==> src/rtl/discharge_pkg.sv <==
// Shared discharge-control types and defaults for the buck phase scheduler and one_cycle_control.
package discharge_pkg;

  typedef enum logic [1:0] {
    ST_IDLE,
    ST_RUN,
    ST_DRAIN,
    ST_FAULT
  } dis_state_e;

  localparam int unsigned DEFAULT_PERIOD = 400;
  localparam int unsigned DEFAULT_MAX_ON = 180;
  localparam int unsigned CALC_LATENCY   = 6;

  // Values with the top bit set are out-of-range results from the calculator.
  function automatic logic [15:0] clamp_on_time(input logic [15:0] on_time,
                                                input logic [15:0] max_on);
    if (on_time[15] || (on_time > max_on)) return max_on;
    return on_time;
  endfunction

  function automatic logic [15:0] ss_ceiling(input logic [15:0] k,
                                             input logic [15:0] step,
                                             input logic [15:0] max_on);
    logic [31:0] prod;
    prod = 32'(k) * 32'(step);
    if (prod >= 32'(max_on)) return max_on;
    return prod[15:0];
  endfunction

endpackage

==> src/rtl/buck_phase_timer.sv <==
// Switching timebase: channel A period counter, half-period-shifted channel B timer and slot owner.
module buck_phase_timer
  import discharge_pkg::*;
#(
  parameter int unsigned PERIOD       = DEFAULT_PERIOD,
  parameter int unsigned PHASE_OFFSET = 200
) (
  input  logic        clk,
  input  logic        rst_n,
  input  logic        i_run,
  input  logic        i_count,
  output logic [15:0] o_tmr_a,
  output logic [15:0] o_tmr_b,
  output logic        o_slot_b,
  output logic [15:0] o_slot_tmr
);

  localparam logic [15:0] LP_LAST    = 16'(PERIOD - 1);
  localparam logic [15:0] LP_OFFSET  = 16'(PHASE_OFFSET);
  localparam logic [15:0] LP_B_START = 16'((PERIOD - PHASE_OFFSET) % PERIOD);

  logic [15:0] r_tmr_a;
  logic [15:0] r_tmr_b;

  // B is kept as its own counter so both timers read 0 while the timebase is stopped.
  always_ff @(posedge clk or negedge rst_n) begin
    if (!rst_n) begin
      r_tmr_a <= '0;
      r_tmr_b <= '0;
    end else if (!i_run) begin
      r_tmr_a <= '0;
      r_tmr_b <= '0;
    end else if (!i_count) begin
      r_tmr_a <= '0;
      r_tmr_b <= LP_B_START;
    end else begin
      r_tmr_a <= (r_tmr_a == LP_LAST) ? '0 : r_tmr_a + 16'd1;
      r_tmr_b <= (r_tmr_b == LP_LAST) ? '0 : r_tmr_b + 16'd1;
    end
  end

  assign o_tmr_a    = r_tmr_a;
  assign o_tmr_b    = r_tmr_b;
  assign o_slot_b   = (r_tmr_a >= LP_OFFSET);
  assign o_slot_tmr = o_slot_b ? (r_tmr_a - LP_OFFSET) : r_tmr_a;

endmodule

==> src/rtl/buck_phase_scheduler.sv <==
// Two-phase buck scheduler sharing one on-time calculator between channels A and B.
// Optional soft-start ramp of the on-time ceiling: define BUCK_SOFT_START_EN.
module buck_phase_scheduler
  import discharge_pkg::*;
#(
  parameter int unsigned PERIOD       = DEFAULT_PERIOD,
  parameter int unsigned PHASE_OFFSET = 200,
  parameter int unsigned CAPTURE_AT   = 8,
  parameter int unsigned MAX_ON       = DEFAULT_MAX_ON,
  parameter int unsigned SS_STEP      = 20
) (
  input  logic        clk,
  input  logic        rst_n,
  input  logic        enable,
  input  logic        fault,
  input  logic        fault_clear,
  input  logic [15:0] sample_current_a,
  input  logic [15:0] sample_current_b,
  input  logic [15:0] calc_on_time,
  output logic [15:0] calc_timer,
  output logic [15:0] calc_current,
  output logic        gate_a,
  output logic        gate_b,
  output logic        fault_latched,
  output logic        running
);

  localparam logic [15:0] LP_CAPTURE = 16'(CAPTURE_AT);
  localparam logic [15:0] LP_MAX_ON  = 16'(MAX_ON);

  if ((PHASE_OFFSET >= PERIOD) || (CAPTURE_AT <= CALC_LATENCY) ||
      (MAX_ON >= PERIOD) || (SS_STEP == 0)) begin : g_param_check
    $error("buck_phase_scheduler: invalid parameter set");
  end

  dis_state_e  r_state;
  dis_state_e  w_state_nxt;
  logic        w_live;
  logic        w_live_nxt;
  logic [15:0] w_tmr_a;
  logic [15:0] w_tmr_b;
  logic [15:0] w_slot_tmr;
  logic        w_slot_b;
  logic        r_slot_b;
  logic [15:0] r_calc_timer;
  logic [15:0] r_calc_current;
  logic [15:0] r_shadow_a;
  logic [15:0] r_shadow_b;
  logic [15:0] r_active_a;
  logic [15:0] r_active_b;
  logic [15:0] w_apply_a;
  logic [15:0] w_apply_b;
  logic [15:0] w_eff_a;
  logic [15:0] w_eff_b;
  logic [15:0] w_on_clamped;
  logic        w_capture;
  logic        w_gate_a_nxt;
  logic        w_gate_b_nxt;
  logic        r_gate_a;
  logic        r_gate_b;
  logic        r_fault_latched;
  logic        r_running;

  assign w_live     = (r_state == ST_RUN) || (r_state == ST_DRAIN);
  assign w_live_nxt = (w_state_nxt == ST_RUN) || (w_state_nxt == ST_DRAIN);

  buck_phase_timer #(
    .PERIOD       (PERIOD),
    .PHASE_OFFSET (PHASE_OFFSET)
  ) u_timer (
    .clk        (clk),
    .rst_n      (rst_n),
    .i_run      (w_live_nxt),
    .i_count    (w_live),
    .o_tmr_a    (w_tmr_a),
    .o_tmr_b    (w_tmr_b),
    .o_slot_b   (w_slot_b),
    .o_slot_tmr (w_slot_tmr)
  );

`ifdef BUCK_SOFT_START_EN
  logic [15:0] r_k_a;
  logic [15:0] r_k_b;
  logic [15:0] w_ceil_a;
  logic [15:0] w_ceil_b;

  assign w_ceil_a = ss_ceiling(r_k_a, 16'(SS_STEP), LP_MAX_ON);
  assign w_ceil_b = ss_ceiling(r_k_b, 16'(SS_STEP), LP_MAX_ON);

  // k is consumed at each period start, then advanced until the ceiling tops out.
  always_ff @(posedge clk or negedge rst_n) begin
    if (!rst_n) begin
      r_k_a <= '0;
      r_k_b <= '0;
    end else if (!w_live) begin
      r_k_a <= '0;
      r_k_b <= '0;
    end else begin
      if ((w_tmr_a == '0) && (w_ceil_a != LP_MAX_ON)) r_k_a <= r_k_a + 16'd1;
      if ((w_tmr_b == '0) && (w_ceil_b != LP_MAX_ON)) r_k_b <= r_k_b + 16'd1;
    end
  end

  assign w_apply_a = (r_shadow_a < w_ceil_a) ? r_shadow_a : w_ceil_a;
  assign w_apply_b = (r_shadow_b < w_ceil_b) ? r_shadow_b : w_ceil_b;
`else
  assign w_apply_a = r_shadow_a;
  assign w_apply_b = r_shadow_b;
`endif

  // The gate decision at timer 0 already uses the value being applied this edge.
  assign w_eff_a = (w_tmr_a == '0) ? w_apply_a : r_active_a;
  assign w_eff_b = (w_tmr_b == '0) ? w_apply_b : r_active_b;

  assign w_gate_a_nxt = ((r_state == ST_RUN) && (w_tmr_a < w_eff_a)) ||
                        ((r_state == ST_DRAIN) && r_gate_a && (w_tmr_a < r_active_a));
  assign w_gate_b_nxt = ((r_state == ST_RUN) && (w_tmr_b < w_eff_b)) ||
                        ((r_state == ST_DRAIN) && r_gate_b && (w_tmr_b < r_active_b));

  always_comb begin
    w_state_nxt = r_state;
    if (fault) begin
      w_state_nxt = ST_FAULT;
    end else begin
      case (r_state)
        ST_IDLE:  if (enable) w_state_nxt = ST_RUN;
        ST_RUN:   if (!enable) w_state_nxt = ST_DRAIN;
        ST_DRAIN: if (!w_gate_a_nxt && !w_gate_b_nxt) w_state_nxt = ST_IDLE;
        ST_FAULT: if (fault_clear) w_state_nxt = ST_IDLE;
        default:  w_state_nxt = ST_IDLE;
      endcase
    end
  end

  always_ff @(posedge clk or negedge rst_n) begin
    if (!rst_n) r_state <= ST_IDLE;
    else        r_state <= w_state_nxt;
  end

  assign w_on_clamped = clamp_on_time(calc_on_time, LP_MAX_ON);
  assign w_capture    = w_live && (r_calc_timer == LP_CAPTURE);

  always_ff @(posedge clk or negedge rst_n) begin
    if (!rst_n) begin
      r_calc_timer   <= '0;
      r_calc_current <= '0;
      r_slot_b       <= 1'b0;
    end else begin
      r_calc_timer   <= w_slot_tmr;
      r_calc_current <= w_slot_b ? sample_current_b : sample_current_a;
      r_slot_b       <= w_slot_b;
    end
  end

  always_ff @(posedge clk or negedge rst_n) begin
    if (!rst_n) begin
      r_shadow_a <= '0;
      r_shadow_b <= '0;
      r_active_a <= '0;
      r_active_b <= '0;
    end else if (!w_live) begin
      r_shadow_a <= '0;
      r_shadow_b <= '0;
      r_active_a <= '0;
      r_active_b <= '0;
    end else begin
      if (w_capture && !r_slot_b) r_shadow_a <= w_on_clamped;
      if (w_capture && r_slot_b)  r_shadow_b <= w_on_clamped;
      if (w_tmr_a == '0) r_active_a <= w_apply_a;
      if (w_tmr_b == '0) r_active_b <= w_apply_b;
    end
  end

  always_ff @(posedge clk or negedge rst_n) begin
    if (!rst_n) begin
      r_gate_a        <= 1'b0;
      r_gate_b        <= 1'b0;
      r_fault_latched <= 1'b0;
      r_running       <= 1'b0;
    end else begin
      r_gate_a        <= w_gate_a_nxt;
      r_gate_b        <= w_gate_b_nxt;
      r_fault_latched <= (r_state == ST_FAULT);
      r_running       <= w_live;
    end
  end

  assign calc_timer    = r_calc_timer;
  assign calc_current  = r_calc_current;
  assign gate_a        = r_gate_a;
  assign gate_b        = r_gate_b;
  assign fault_latched = r_fault_latched;
  assign running       = r_running;

endmodule

==> config.mk <==
export PLATFORM = sky130hd
export DESIGN_NAME = buck_phase_scheduler
export DESIGN_NICKNAME = d
export VERILOG_FILES = /design/src/rtl/discharge_pkg.sv /design/src/rtl/buck_phase_timer.sv /design/src/rtl/buck_phase_scheduler.sv
export SDC_FILE = /design/constraint.sdc
export NUM_CORES = 1
export LEC_CHECK = 0
export ABC_AREA = 1
export CAP_MARGIN = 30
export CORE_MARGIN = 4
export CORE_UTILIZATION = 61
export CTS_CLUSTER_DIAMETER = 150
export DETAILED_ROUTE_END_ITERATION = 8
export PLACE_DENSITY = 0.95
export SKIP_CTS_REPAIR_TIMING = 1
export SYNTH_ARGS = -nofsm -noshare
export SYNTH_HDL_FRONTEND = slang
export SYNTH_HIERARCHICAL = 1
export SYNTH_SLANG_ARGS = --single-unit
==> constraint.sdc <==
create_clock -name clk -period 8.53 [get_ports clk]
set_clock_uncertainty 0.2 [all_clocks]
set_input_delay 1.706 -clock clk [delete_from_list [all_inputs] [get_ports clk]]
set_output_delay 1.706 -clock clk [all_outputs]
set_load 0.03 [all_outputs]
==> impl_metrics.py <==
metrics = {
    "run_status": {
        "outcome": "finished, final reports clean",
    },
    "clocking": {
        "cts_max_path_buffers": 2,
        "tritoncts": "done",
        "clock_sinks": 135,
        "clk_pin_slew_ns": 0.06,
        "cts_buffers": 17,
        "clk_latency_ns": 0.44,
        "root_buffer": "clkbuf_16",
        "cts.htree.levels": 4,
    },
    "timing": {
        "worstMarginPinSlew_ns": 0.714,
        "rsz0062_at_grt": "no",
        "hold_viol": 0,
        "setup_viol": 0,
        "fin_hold_ws_ns": 0.292,
        "slew_viol_final": 0,
        "slew_headroom": 0.523,
        "fin_crit_ns": 4.57,
        "max_freq_ghz": 0.219,
        "post-route-period-util": 0.535,
        "tns_ns": 0,
    },
    "finish": {
        "fin_nets": 1141,
        "drive_gt1_frac": 0.121,
        "diodes": 0,
        "final_cells": 1200,
        "nFillCells": 758,
        "synthToLayoutAreaGrowth_pct": 21.2,
        "final_core_util": 0.771,
        "fin_area_um2": 9410,
    },
    "critical_path": {
        "worstSetupEndpointType": "register",
        "arrival_ns": 4.73,
        "r2r_cells": 25,
        "startpoint_type": "register",
        "critPathKind": "register to register",
        "critical_path.max_fanout": 31,
        "crit_required_ns": 8.69,
    },
    "route": {
        "wire_per_inst_um": 17.8,
        "drt-initial-drc-count": 773,
        "vias": 7055,
        "dr.pass1.iters": 6,
        "via_per_inst": 5.88,
        "routed_wl_mm": 21.4,
        "ant_nets": 0,
        "drc": 0,
    },
    "grt": {
        "grt-ovfl-total": 0,
        "grt_max_degree": 56,
        "antenna_found_initial": 0,
        "grt_usage": 0.310,
        "grt_pass1_wl_mm": 35.5,
        "grt_pass1_vias": 7325,
    },
    "die": {
        "io_pins": 89,
        "fp.dieW_um": 121,
        "rows": 40,
        "floorplan.core_area_um2": 12200,
        "die_area_um2": 14600,
        "die_h_um": 121,
        "initial_core_util": 0.636,
    },
    "flow_run": {
        "cap_violations": 0,
    },
    "logic_synthesis": {
        "syn_area_um2": 7770,
        "synth.distinct_cells": 45,
        "async_flop_share": 1.00,
        "avgSynthCellArea_um2": 8.37,
        "synth_ff_type": "dfrtp_1",
        "synth_nets": 1050,
        "ys.warnings.count": 6,
        "synth_cells": 928,
        "ys_ff_latch": 135,
        "ys_seq_area_frac": 0.435,
        "synth_edf_count": 0,
    },
    "power_and_ir_drop": {
        "power_frac_seq": 0.288,
        "p_int_mw": 1.57,
        "peakVddDrop_uv": 212,
        "leakage_nw": 4.47,
        "switching_share": 0.421,
        "power_switching_mw": 1.14,
        "clkPwrFrac": 0.293,
        "power_density_nw_per_um2": 288,
        "combPwrFrac": 0.419,
    },
    "min_path": {
        "hold_path_class": "register to register",
        "holdPathStages": 2,
    },
    "placement": {
        "placed_cell_area_um2": 8770,
        "gp_congestion": 0.939,
        "numPortBuffers": 88,
        "place_inst": 1168,
        "dp_hpwl_mm": 13.9,
    },
}
-- cell families after synthesis --
family                   Yosys count  synth area share
XOR/XNOR                          13            0.0147
flip-flops                       135             0.435
AND/OR/NAND/NOR                  430             0.252
multiplexers                      16            0.0232
AO/OA/AOI/OAI                    125            0.0891
adder cells (fa/ha/maj)           69             0.111
buffers and inverters            140            0.0748
-- metal layers --
layer / global-route usage / routed length, µm / up-vias / share of wire
met3: 0.0945 / 2240 / 121 / 0.10
li1: - / - / 3163 / -
met5: 0 / 0 / - / 0
met2: 0.508 / 10300 / 473 / 0.48
met4: 0.167 / 1080 / 0 / 0.050
met1: 0.366 / 7780 / 3298 / 0.36
-- layout by cell type (no fill, tap or decap), types with 5 or more instances in the layout --
cell | netlist | routed
nand2_1 | 186 | 186
dfrtp_1 | 135 | 135
nor2_1 | 122 | 122
inv_1 | 111 | 111
clkdlybuf4s50_1 | 0 | 87
ha_1 | 69 | 69
o21ai_0 | 54 | 54
a21oi_1 | 33 | 33
nand3_1 | 31 | 31
nor2_2 | 26 | 26
o21ai_1 | 19 | 19
nand2_2 | 17 | 17
clkbuf_16 | 0 | 17
mux2_2 | 16 | 16
xor2_1 | 10 | 10
nor3_1 | 9 | 9
inv_2 | 8 | 8
nand4_1 | 8 | 8
nor2_4 | 7 | 7
nor4_1 | 7 | 7
nand3_2 | 5 | 5
clkinv_2 | 1 | 5
-- flip-flops by register name (all words and copies together) (netlist names), 2 cells and up --
| register | cells |
|---|---|
| calc_current | 16 |
| calc_timer | 16 |
| r_active_a | 16 |
| r_active_b | 16 |
| r_shadow_a | 16 |
| r_shadow_b | 16 |
| u_timer/o_tmr_a | 16 |
| u_timer/o_tmr_b | 16 |
| r_state | 2 |
-- synthesized netlist by cell type (9+ instances only) --
master | n | share of area
nor2_1 | 122 | 0.059
clkbuf_1 | 10 | 0.0048
xor2_1 | 10 | 0.011
mux2_2 | 16 | 0.023
nand2_2 | 17 | 0.014
nor3_1 | 9 | 0.0058
o21ai_0 | 54 | 0.035
nand3_1 | 31 | 0.020
a21oi_1 | 33 | 0.021
dfrtp_1 | 135 | 0.43
ha_1 | 69 | 0.11
o21ai_1 | 19 | 0.012
inv_1 | 111 | 0.054
nand2_1 | 186 | 0.090
nor2_2 | 26 | 0.021
-- path summary, 6_finish.rpt --
check | slack, ns | endpoint | start
worst min register to register | 0.29 | r_shadow_b[11] | r_shadow_b[11]
max in group asynchronous | 5.98 | r_active_b[10] | rst_n
worst min-delay path | 0.29 | r_shadow_b[11] | r_shadow_b[11]
worst max-delay path | 3.96 | u_timer/o_tmr_b[13] | u_timer/o_tmr_a[4]
min in group asynchronous | 1.04 | u_timer/o_tmr_a[1] | rst_n
worst max register to register | 3.96 | u_timer/o_tmr_b[13] | u_timer/o_tmr_a[4]
-- metrics by stage --
| stage | setup WS (ns) | power (mW) |
|---|---|---|
| global placement | 4.63 | 1.76 |
| finish | 3.96 | 2.71 |
| global route | 3.65 | 2.87 |
| CTS | 4.09 | 2.68 |
| detailed placement | 4.35 | 1.83 |
| floorplan | 5.18 | 1.52 |
-- power groups by stage --
stage	sequential, mW	combinational, mW	clock, mW
2_1_floorplan	0.800	0.724	0
3_3_place_gp	0.781	0.975	0
3_5_place_dp	0.787	1.05	0
4_1_cts	0.778	1.10	0.799
5_1_grt	0.787	1.25	0.829
6_report	0.780	1.13	0.794
-- worst max-delay path, cell delays in order (launching register included) --
cell and delay [ns]:
dfrtp_1 0.55, nor2_1 0.20, nand2_1 0.10, nor2_4 0.14, nand2_2 0.34, o21ai_0 0.45, ha_1 0.34, a21oi_1 0.20
nor2_1 0.06, a211oi_1 0.22, nand2_1 0.14, nand2_1 0.12, a21oi_2 0.08, nand2_2 0.09, nand2_1 0.05, nand2_1 0.11
nand2_1 0.10, nand2_1 0.10, nand2_1 0.06, nand2_1 0.08, nand2_1 0.05, inv_1 0.19, nand2_2 0.18, inv_1 0.15
nand2_1 0.08, nor2_1 0.08
-- area by class of cell --
class | instances | area, µm² | share of cell area
Multi-Input combinational cell | 653 | 3810 | 0.404
Sequential cell | 135 | 3380 | 0.359
Timing Repair Buffer | 90 | 917 | 0.0974
Clock buffer | 20 | 467 | 0.0496
Inverter | 122 | 459 | 0.0488
Tap cell | 168 | 210 | 0.0223
Clock inverter | 12 | 174 | 0.0185
(Power assumes the default switching activity.)
